`src/rtl/edge_event_arbiter_pkg.sv`:
```
// Shared definitions for the edge event arbiter: edge-type encodings, output FSM states
// and the width of an event record {chan, fall}.
package edge_event_arbiter_pkg;

  localparam logic EDGE_RISE = 1'b0;
  localparam logic EDGE_FALL = 1'b1;

  typedef enum logic {
    ST_IDLE = 1'b0,
    ST_HOLD = 1'b1
  } state_e;

  // An event record is the channel index plus one edge-type bit.
  function automatic int ev_rec_w(input int idxw);
    return idxw + 1;
  endfunction

endpackage

```
`src/rtl/edge_event_arbiter_rr_picker.sv`:
```
// Combinational round-robin picker: grants the first requester after ptr, wrapping mod N.
// Handles non-power-of-two N, so it can be reused by other arbiters.
module rr_picker #(
  parameter int N    = 4,
  parameter int IDXW = 2
) (
  input  logic [N-1:0]    req,
  input  logic [IDXW-1:0] ptr,
  output logic [IDXW-1:0] gnt_idx,
  output logic            any_req
);

  logic [IDXW:0]   sum;
  logic [IDXW-1:0] cand;

  always_comb begin
    gnt_idx = '0;
    any_req = 1'b0;
    sum     = '0;
    cand    = '0;
    for (int k = 1; k <= N; k++) begin
      // Wrap explicitly so the search order stays ptr+1 .. ptr+N for any N.
      sum = {1'b0, ptr} + (IDXW+1)'(k);
      if (sum >= (IDXW+1)'(N)) sum = sum - (IDXW+1)'(N);
      cand = sum[IDXW-1:0];
      if (!any_req && req[cand]) begin
        any_req = 1'b1;
        gnt_idx = cand;
      end
    end
  end

endmodule

```
`src/rtl/edge_event_arbiter.sv`:
```
// Edge event arbiter: one pending edge slot per channel, round-robin grant, registered
// valid/ready event output. Define EDGE_EVENT_OVERRUN_EN to enable the sticky overrun flag.
module edge_event_arbiter
  import edge_event_arbiter_pkg::*;
#(
  parameter int N    = 4,
  parameter int IDXW = 2
) (
  input  logic            clk,
  input  logic            reset,
  input  logic [N-1:0]    rising,
  input  logic [N-1:0]    falling,
  output logic            ev_valid,
  input  logic            ev_ready,
  output logic [IDXW-1:0] ev_chan,
  output logic            ev_fall,
  output logic            overrun
);

  localparam int EVW = ev_rec_w(IDXW);

  logic [N-1:0]    pv;
  logic [N-1:0]    pf;
  logic [N-1:0]    edge_in;
  logic [N-1:0]    gnt_vec;
  logic [IDXW-1:0] ptr;
  logic [IDXW-1:0] gnt_idx;
  logic            any_req;
  logic            grant_en;
  state_e          state_q;
  state_e          state_d;
  logic [EVW-1:0]  ev_q;

  assign edge_in = rising | falling;

  rr_picker #(.N(N), .IDXW(IDXW)) u_pick (
    .req     (pv),
    .ptr     (ptr),
    .gnt_idx (gnt_idx),
    .any_req (any_req)
  );

  always_comb begin
    gnt_vec = '0;
    if (grant_en) gnt_vec[gnt_idx] = 1'b1;
  end

  // A slot being granted this cycle can refill from a same-cycle edge; falling wins ties.
  always_ff @(posedge clk) begin
    if (reset) begin
      pv <= '0;
      pf <= '0;
    end else begin
      for (int i = 0; i < N; i++) begin
        if ((!pv[i] || gnt_vec[i]) && edge_in[i]) begin
          pv[i] <= 1'b1;
          pf[i] <= falling[i] ? EDGE_FALL : EDGE_RISE;
        end else if (gnt_vec[i]) begin
          pv[i] <= 1'b0;
        end
      end
    end
  end

  always_comb begin
    state_d  = state_q;
    grant_en = 1'b0;
    case (state_q)
      ST_IDLE: begin
        if (any_req) begin
          grant_en = 1'b1;
          state_d  = ST_HOLD;
        end
      end
      ST_HOLD: begin
        if (ev_ready) begin
          if (any_req) grant_en = 1'b1;
          else         state_d  = ST_IDLE;
        end
      end
      default: state_d = ST_IDLE;
    endcase
  end

  always_ff @(posedge clk) begin
    if (reset) begin
      state_q <= ST_IDLE;
      ev_q    <= {{IDXW{1'b0}}, EDGE_RISE};
      ptr     <= IDXW'(N-1);
    end else begin
      state_q <= state_d;
      if (grant_en) begin
        ev_q <= {gnt_idx, pf[gnt_idx]};
        ptr  <= gnt_idx;
      end
    end
  end

  assign ev_valid = (state_q == ST_HOLD);
  assign ev_chan  = ev_q[EVW-1:1];
  assign ev_fall  = ev_q[0];

`ifdef EDGE_EVENT_OVERRUN_EN
  logic [N-1:0] drop;
  logic         overrun_q;

  assign drop = pv & ~gnt_vec & edge_in;

  always_ff @(posedge clk) begin
    if (reset)      overrun_q <= 1'b0;
    else if (|drop) overrun_q <= 1'b1;
  end

  assign overrun = overrun_q;
`else
  assign overrun = 1'b0;
`endif

endmodule

```
`config.mk`:
```
export PLATFORM = sky130hd
export DESIGN_NAME = edge_event_arbiter
export DESIGN_NICKNAME = d
export VERILOG_FILES = /design/src/rtl/edge_event_arbiter_pkg.sv /design/src/rtl/edge_event_arbiter_rr_picker.sv /design/src/rtl/edge_event_arbiter.sv
export SDC_FILE = /design/constraint.sdc
export NUM_CORES = 1
export LEC_CHECK = 0
export ABC_AREA = 1
export CAP_MARGIN = 20
export CORE_MARGIN = 2
export CORE_UTILIZATION = 48
export CTS_BUF_LIST = sky130_fd_sc_hd__clkbuf_16
export CTS_CLUSTER_DIAMETER = 100
export DETAILED_ROUTE_END_ITERATION = 16
export GPL_ROUTABILITY_DRIVEN = 0
export PLACE_DENSITY = 0.79
export SLEW_MARGIN = 10
export SYNTH_ARGS = -nofsm -noshare
export SYNTH_HDL_FRONTEND = slang
export SYNTH_SLANG_ARGS = --single-unit
```
`constraint.sdc`:
```
create_clock -name clk -period 5.04 [get_ports clk]
set_clock_uncertainty 0.05 [all_clocks]
set_input_delay 0.504 -clock clk [delete_from_list [all_inputs] [get_ports clk]]
set_output_delay 0.504 -clock clk [all_outputs]
set_load 0.02 [all_outputs]
```
==> results of run 1 <==
[cell usage in the layout (no fill, tap or decap)]
master	instances
dfxtp_1	14
nand4_1	2
inv_2	2
clkbuf_16	3
o21bai_2	1
nand3_2	2
o211ai_1	3
o21ai_0	1
nand3_1	8
a21oi_1	8
nor2_4	1
nand2_2	11
clkdlybuf4s50_1	14
nand2_4	2
o21ai_2	1
a21oi_2	2
nand3b_1	1
nor2_1	6
inv_4	2
nand2_1	47
or2_2	4
clkinv_1	1
a31oi_1	1
conb_1	1
inv_1	16
[kinds of logic (layout without fill, tap and decap cells)]
logic type / count (synthesis) / in the layout
buffers and inverters: 23 / 38
other: 1 / 1
flip-flops: 14 / 14
AND/OR/NAND/NOR: 84 / 84
AO/OA/AOI/OAI: 17 / 17
[state kept, by name (all words and copies together), names as in the netlist]
signal,flops
ev_q,3
pv,4
pf,4
ptr,2
ev_valid,1
[cell type report]
type | count | share of cell area
Multi-Input combinational cell | 102 | 0.461
Sequential cell | 14 | 0.248
Timing Repair Buffer | 14 | 0.124
Inverter | 20 | 0.0707
Clock buffer | 3 | 0.0663
Tap cell | 25 | 0.0276
Clock inverter | 1 | 0.00331
[report_power, final]
part           leakage (nW)  internal (mW)  switching (mW)  total (mW)
Clock                0.0385          0.105          0.0448       0.150
Combinational         0.402          0.192           0.355       0.547
Sequential            0.117          0.152          0.0388       0.191
Total                 0.557          0.449           0.439       0.888
[final timing paths]
path / startpoint / end / slack, ns / cells past startpoint
worst max-delay path: ptr[0] / pf[2] / 3.07 / 13
worst min-delay path: pf[2] / pf[2] / 0.41 / 2
worst max register to register: ptr[0] / pf[2] / 3.07 / 13
worst min register to register: pf[2] / pf[2] / 0.41 / 2
[worst reg2reg max path: stages, from the launching register on]
cell     delay [ns]
dfxtp_1        0.52
inv_4          0.10
nand2_1        0.09
nand2_2        0.07
nand2_2        0.09
nand2_2        0.08
nor2_4         0.10
nand3_2        0.13
nand2_2        0.13
nand2_4        0.08
o21ai_2        0.19
nand2_1        0.09
nand2_1        0.06
a21oi_1        0.05
[per-stage QoR]
step / hold slack, ns / cell area (µm²) / std cells
4_1_cts: 0.416 / 1130 / 179
2_1_floorplan: 0.384 / 905 / 139
3_5_place_dp: 0.410 / 1050 / 175
6_report: 0.411 / 1130 / 179
5_1_grt: 0.438 / 1130 / 179
3_3_place_gp: 0.403 / 1050 / 175
[metal layers]
metal	wire, µm	part of all wire	track usage
met5	0	0	0
met2	988	0.51	0.357
met1	858	0.44	0.244
met3	51	0.026	0.0453
met4	42	0.022	0.100
==> flow_summary.rst, run 1 <==
.. list-table::
   :header-rows: 1

   * - Metric
     - Value
   * - Run status
     - finished, final reports clean
   * - Die Footprint
     - 2250 µm²
   * - Area Overhead vs Synth
     - 25.2%
   * - Setup slack at placement
     - 3.10 ns
   * - Commonest register cell after synthesis
     - dfxtp_1
   * - Number of max-slew violations in the final report
     - 0
   * - Unique cell type count in the Yosys netlist
     - 25
   * - Total global-route track usage
     - 0.208
   * - Initial core utilization
     - 0.518
   * - Kind of path behind the tightest hold check
     - flop to flop
   * - Clock latency on the worst-skew pair
     - 0.24 ns
   * - Synth Net Count
     - 150
   * - P per Cell Area
     - 784 nW/µm²
   * - Post-synthesis mux area share
     - 0
   * - Number of fill cells
     - 156
   * - Warnings from Yosys
     - 0
   * - Inserted Clock Buffers
     - 3
   * - Clock input transition at the sequential cells of the worst setup and hold paths
     - 0.04 ns
   * - Worst-path cell chain
     - inv_4 > nand2_1 > nand2_2 > nand2_2 > nand2_2 > nor2_4 > nand3_2 > nand2_2 > nand2_4 > o21ai_2 > nand2_1 > nand2_1 > a21oi_1
   * - Number of register bits inferred by synthesis
     - 14
   * - CP arrival
     - 2.03 ns
   * - Number of H-tree levels
     - 1
   * - Crit end category
     - flop
   * - Total wire length
     - 1.94 mm
   * - Library cell appearing most often on the critical path
     - nand2_2
   * - Largest family of logic cells by synthesized area
     - simple AND/OR/NAND/NOR gates
   * - Drt via density
     - 4.84
   * - Max-cap check violation count
     - 0
   * - Number of port buffers
     - 14
   * - CTS resizes
     - 0
   * - Category of the worst setup path launch point
     - flop
   * - Die width
     - 47.4 µm
   * - Library cell with the largest summed area after synthesis
     - dfxtp_1
   * - Maximum buffer depth of the clock tree
     - 2
   * - Final TNS setup
     - 0 ns
   * - Design Power
     - 0.888 mW
   * - Buffers inserted during post-CTS setup optimization
     - 0
   * - Critical path data required time
     - 5.10 ns
   * - Global-route wire length before repair
     - 3.17 mm
   * - WL per Instance
     - 10.8 µm
   * - Post-Synth XOR/XNOR Area
     - 0
   * - Start-to-end type of the worst setup path
     - flop to flop
   * - Proportion of synthesized flip-flops having asynchronous set or reset
     - 0
   * - Core area
     - 1750 µm²
   * - Pleak
     - 0.557 nW
   * - Antenna diode instance count
     - 0
   * - Number of enable flip-flop cells after synthesis
     - 0
   * - RSZ-0062 raised after global routing
     - false
   * - Final global-route overflow total
     - 0
   * - Root buf cell
     - clkbuf_16
   * - Initial antenna violation count
     - 0
   * - Area taken by multi-input logic gates
     - 522 µm²
   * - Iteration-0 DRC Markers
     - 16
   * - Top cell type's share of synthesized area
     - 0.310
   * - Count of endpoints failing setup in the final report
     - 0
   * - Maximum number of pins on one net before global-route repair
     - 13
   * - DRC violations left
     - 0
   * - Cell Area, Synth
     - 905 µm²
   * - Upper clock frequency limit
     - 508 MHz
   * - Total number of vias
     - 866
   * - Area used by sequential logic in the layout
     - 280 µm²
   * - Number of global-route vias before repair
     - 763
   * - Post-Synthesis Cells
     - 139
   * - Most frequently used cell type in the post-synthesis netlist
     - nand2_1
   * - Post-route core utilization
     - 0.649
   * - Adder and majority cell fraction of the synthesized area
     - 0
   * - Final layout net count
     - 166
   * - Final Hold Fails
     - 0
   * - CTS sink count
     - 14
   * - Clock tree from TritonCTS
     - done
   * - Placement row count
     - 15
   * - Largest stage delay on the critical path
     - 0.52 ns
   * - Antenna-violating nets left
     - 0
   * - Top Ports
     - 16
   * - Smallest setup slack after layout
     - 3.07 ns
   * - Number of iterations in the first detailed-routing pass
     - 4
   * - Slowest-stage cell, CP
     - dfxtp_1
   * - Final worst path period share
     - 0.391
   * - Post-synth top cells
     - nand2_1 (47), inv_1 (16), dfxtp_1 (14)
   * - Part of the Yosys area used for sequential elements
     - 0.310
   * - Chip height
     - 47.4 µm
   * - Total half-perimeter wirelength after legalization and detailed placement
     - 1.49 mm
   * - Share of final-layout standard cells stronger than drive strength 1
     - 0.201
   * - Maximum net fanout on the critical path
     - 10
   * - Clock period minus final worst setup slack
     - 1.97 ns
   * - Post-Syn Area per Cell
     - 6.51 µm²
   * - Dominant delay contributor by cell family on the critical path
     - simple AND/OR/NAND/NOR gates
   * - Fraction of the mapped netlist area in compound gates
     - 0.123
   * - Top cells by area in the synthesized netlist
     - dfxtp_1 (31%), nand2_1 (20%), nand2_2 (7.6%)
   * - Highest ir drop seen on vdd
     - 400 µV
   * - Area share of and/or/nand/nor cells after synthesis
     - 0.450
   * - Worst Path Buf+Inv
     - 1
   * - Number of hold buffers added after cts
     - 0
(Power assumes the default switching activity.)
==> inputs of run 2 (changes only) <==
--- a/config.mk
+++ b/config.mk
@@ -8,7 +8,7 @@
 export ABC_AREA = 1
 export CAP_MARGIN = 20
 export CORE_MARGIN = 2
-export CORE_UTILIZATION = 48
+export CORE_UTILIZATION = 46
 export CTS_BUF_LIST = sky130_fd_sc_hd__clkbuf_16
 export CTS_CLUSTER_DIAMETER = 100
 export DETAILED_ROUTE_END_ITERATION = 16
==> constraint.sdc (replaced) <==
create_clock -name clk -period 1.6 [get_ports clk]
set_clock_uncertainty 0.05 [all_clocks]
set_input_delay 0.16 -clock clk [delete_from_list [all_inputs] [get_ports clk]]
set_output_delay 0.16 -clock clk [all_outputs]
set_load 0.02 [all_outputs]
==> flow_summary.rst, run 2 (synthesis results as in run 1) <==
.. list-table::
   :header-rows: 1

   * - Metric
     - Value
   * - Highest-count cells in the layout ignoring fill and taps
     - nand2_1 (25), nand2_2 (21), buf_4 (19) (was nand2_1 (47), inv_1 (16), dfxtp_1 (14), clkdlybuf4s50_1 (14), nand2_2 (11))
   * - Upper clock frequency limit
     - 531 MHz (was 508 MHz)
   * - Placement row count
     - 16 (was 15)
   * - Registers with the most flip-flops
     - pf (4), pv (4), ev_q (3) (unchanged)
   * - Total global-route track usage
     - 0.226 (was 0.208)
   * - Failing checks
     - negative setup slack
   * - Initial core utilization
     - 0.476 (was 0.518)
   * - Antenna-violating nets left
     - 0 (unchanged)
   * - Start-to-end type of the worst setup path
     - flop to flop (unchanged)
   * - Area Overhead vs Synth
     - 71.9% (was 25.2%)
   * - WL per Instance
     - 13.3 µm (was 10.8 µm)
   * - Number of port buffers
     - 14 (unchanged)
   * - Count of endpoints failing setup in the final report
     - 13 (was 0)
   * - Total half-perimeter wirelength after legalization and detailed placement
     - 1.56 mm (was 1.49 mm)
   * - Root buf cell
     - clkbuf_16 (unchanged)
   * - Top Ports
     - 16 (unchanged)
   * - Iteration-0 DRC Markers
     - 14 (was 16)
   * - CP arrival
     - 1.97 ns (was 2.03 ns)
   * - Commonest non-fill, non-tap cell in the layout
     - nand2_1 (unchanged)
   * - Run status
     - finished with violations (was finished, final reports clean)
   * - Clock tree from TritonCTS
     - done (unchanged)
   * - DRC violations left
     - 0 (unchanged)
   * - Maximum buffer depth of the clock tree
     - 2 (unchanged)
   * - Max-cap check violation count
     - 0 (unchanged)
   * - Maximum number of pins on one net before global-route repair
     - 10 (was 13)
   * - Total number of vias
     - 1027 (was 866)
   * - Total wire length
     - 2.71 mm (was 1.94 mm)
   * - CTS sink count
     - 14 (unchanged)
   * - Number of max-slew violations in the final report
     - 0 (unchanged)
   * - Final worst path period share
     - 1.18 (was 0.391)
   * - Die Footprint
     - 2340 µm² (was 2250 µm²)
   * - Smallest setup slack after layout
     - -0.284 ns (was 3.07 ns)
   * - Global-route wire length before repair
     - 4.17 mm (was 3.17 mm)
   * - Critical path data required time
     - 1.69 ns (was 5.10 ns)
   * - Crit end category
     - flop (unchanged)
   * - Clock latency on the worst-skew pair
     - 0.24 ns (about the same)
   * - Maximum net fanout on the critical path
     - 6 (was 10)
   * - Final Hold Fails
     - 0 (unchanged)
   * - Share of final-layout standard cells stronger than drive strength 1
     - 0.514 (was 0.201)
   * - Final TNS setup
     - -2.68 ns (was 0 ns)
   * - Category of the worst setup path launch point
     - flop (unchanged)
   * - Number of iterations in the first detailed-routing pass
     - 4 (unchanged)
   * - Chip height
     - 48.3 µm (was 47.4 µm)
   * - Initial antenna violation count
     - 0 (unchanged)
   * - Number of global-route vias before repair
     - 1077 (was 763)
   * - Core area
     - 1900 µm² (was 1750 µm²)
   * - Kind of path behind the tightest hold check
     - flop to flop (unchanged)
   * - Die width
     - 48.3 µm (was 47.4 µm)
   * - Inserted Clock Buffers
     - 3 (unchanged)
   * - Final layout net count
     - 189 (was 166)
   * - Clock input transition at the sequential cells of the worst setup and hold paths
     - 0.05 ns (was 0.04 ns)
   * - Final global-route overflow total
     - 0 (unchanged)
   * - Number of H-tree levels
     - 1 (unchanged)
   * - RSZ-0062 raised after global routing
     - true (was false)
   * - Drt via density
     - 5.03 (was 4.84)
   * - Antenna diode instance count
     - 0 (unchanged)
   * - Clock period minus final worst setup slack
     - 1.88 ns (was 1.97 ns)
==> run 2: final timing paths <==
kind,start,to,slack (ns),cells past startpoint
max,ptr[0],pf[0],-0.28,14
min,pf[2],pf[2],0.41,2
max reg2reg,ptr[0],pf[0],-0.28,14
min reg2reg,pf[2],pf[2],0.41,2
==> run 2: critical path, stage by stage, from the launching register on <==
cell	delay (ns)
dfxtp_4	0.38
buf_12	0.14
clkinv_8	0.06
nand2_1	0.08
nand2_2	0.09
nand2_2	0.08
nand2_2	0.07
nand2_2	0.10
nand2_2	0.07
nand2_4	0.09
nand4_1	0.11
o21bai_2	0.23
nand2_2	0.10
nand2_2	0.08
a21oi_2	0.05
==> run 2: through the flow <==
step                hold slack [ns]  instances  utilization  worst slack [ns]  cell area (µm²)
CTS                           0.414        199        0.743            -0.172             1410
floorplan                     0.253        139            -           -0.0159              907
global route                  0.442        204        0.818            -0.404             1560
detailed placement            0.407        188        0.607            -0.198             1150
global placement              0.397        188        0.607            -0.149             1150
finish                        0.413        204        0.818            -0.284             1560
==> run 2: cell type report <==
class / count / area, µm²
repair buffers: 36 / 342
clock inverters: 1 / 3.75
repair inverters: 1 / 8.76
well taps: 27 / 33.8
clock buffers: 3 / 75.1
multi-input cells: 102 / 714
inverters: 20 / 90.1
flip-flops and latches: 14 / 288
fillers: 113 / 347
==> run 2: repair_timing <==
| item | in CTS | in global routing |
|---|---|---|
| hold buffers | 0 | 0 |
| resized for setup | 33 | 26 |
| endpoints found under the setup margin | 12 | 13 |
| pin swaps | 7 | 17 |
| setup buffers | 6 | 4 |
| gates cloned | 1 | 1 |
==> run 2: metal layers <==
layer | part of all wire | up-vias | GRT usage | wire length [µm]
li1 | - | 509 | - | -
met1 | 0.40 | 479 | 0.231 | 1070
met2 | 0.54 | 31 | 0.428 | 1480
met3 | 0.031 | 8 | 0.0401 | 84
met4 | 0.028 | 0 | 0.129 | 75
met5 | 0 | - | 0 | 0
Power of run 2 is not shown: default switching activity piles up to over one toggle a cycle in this logic, so the estimate is an artifact.
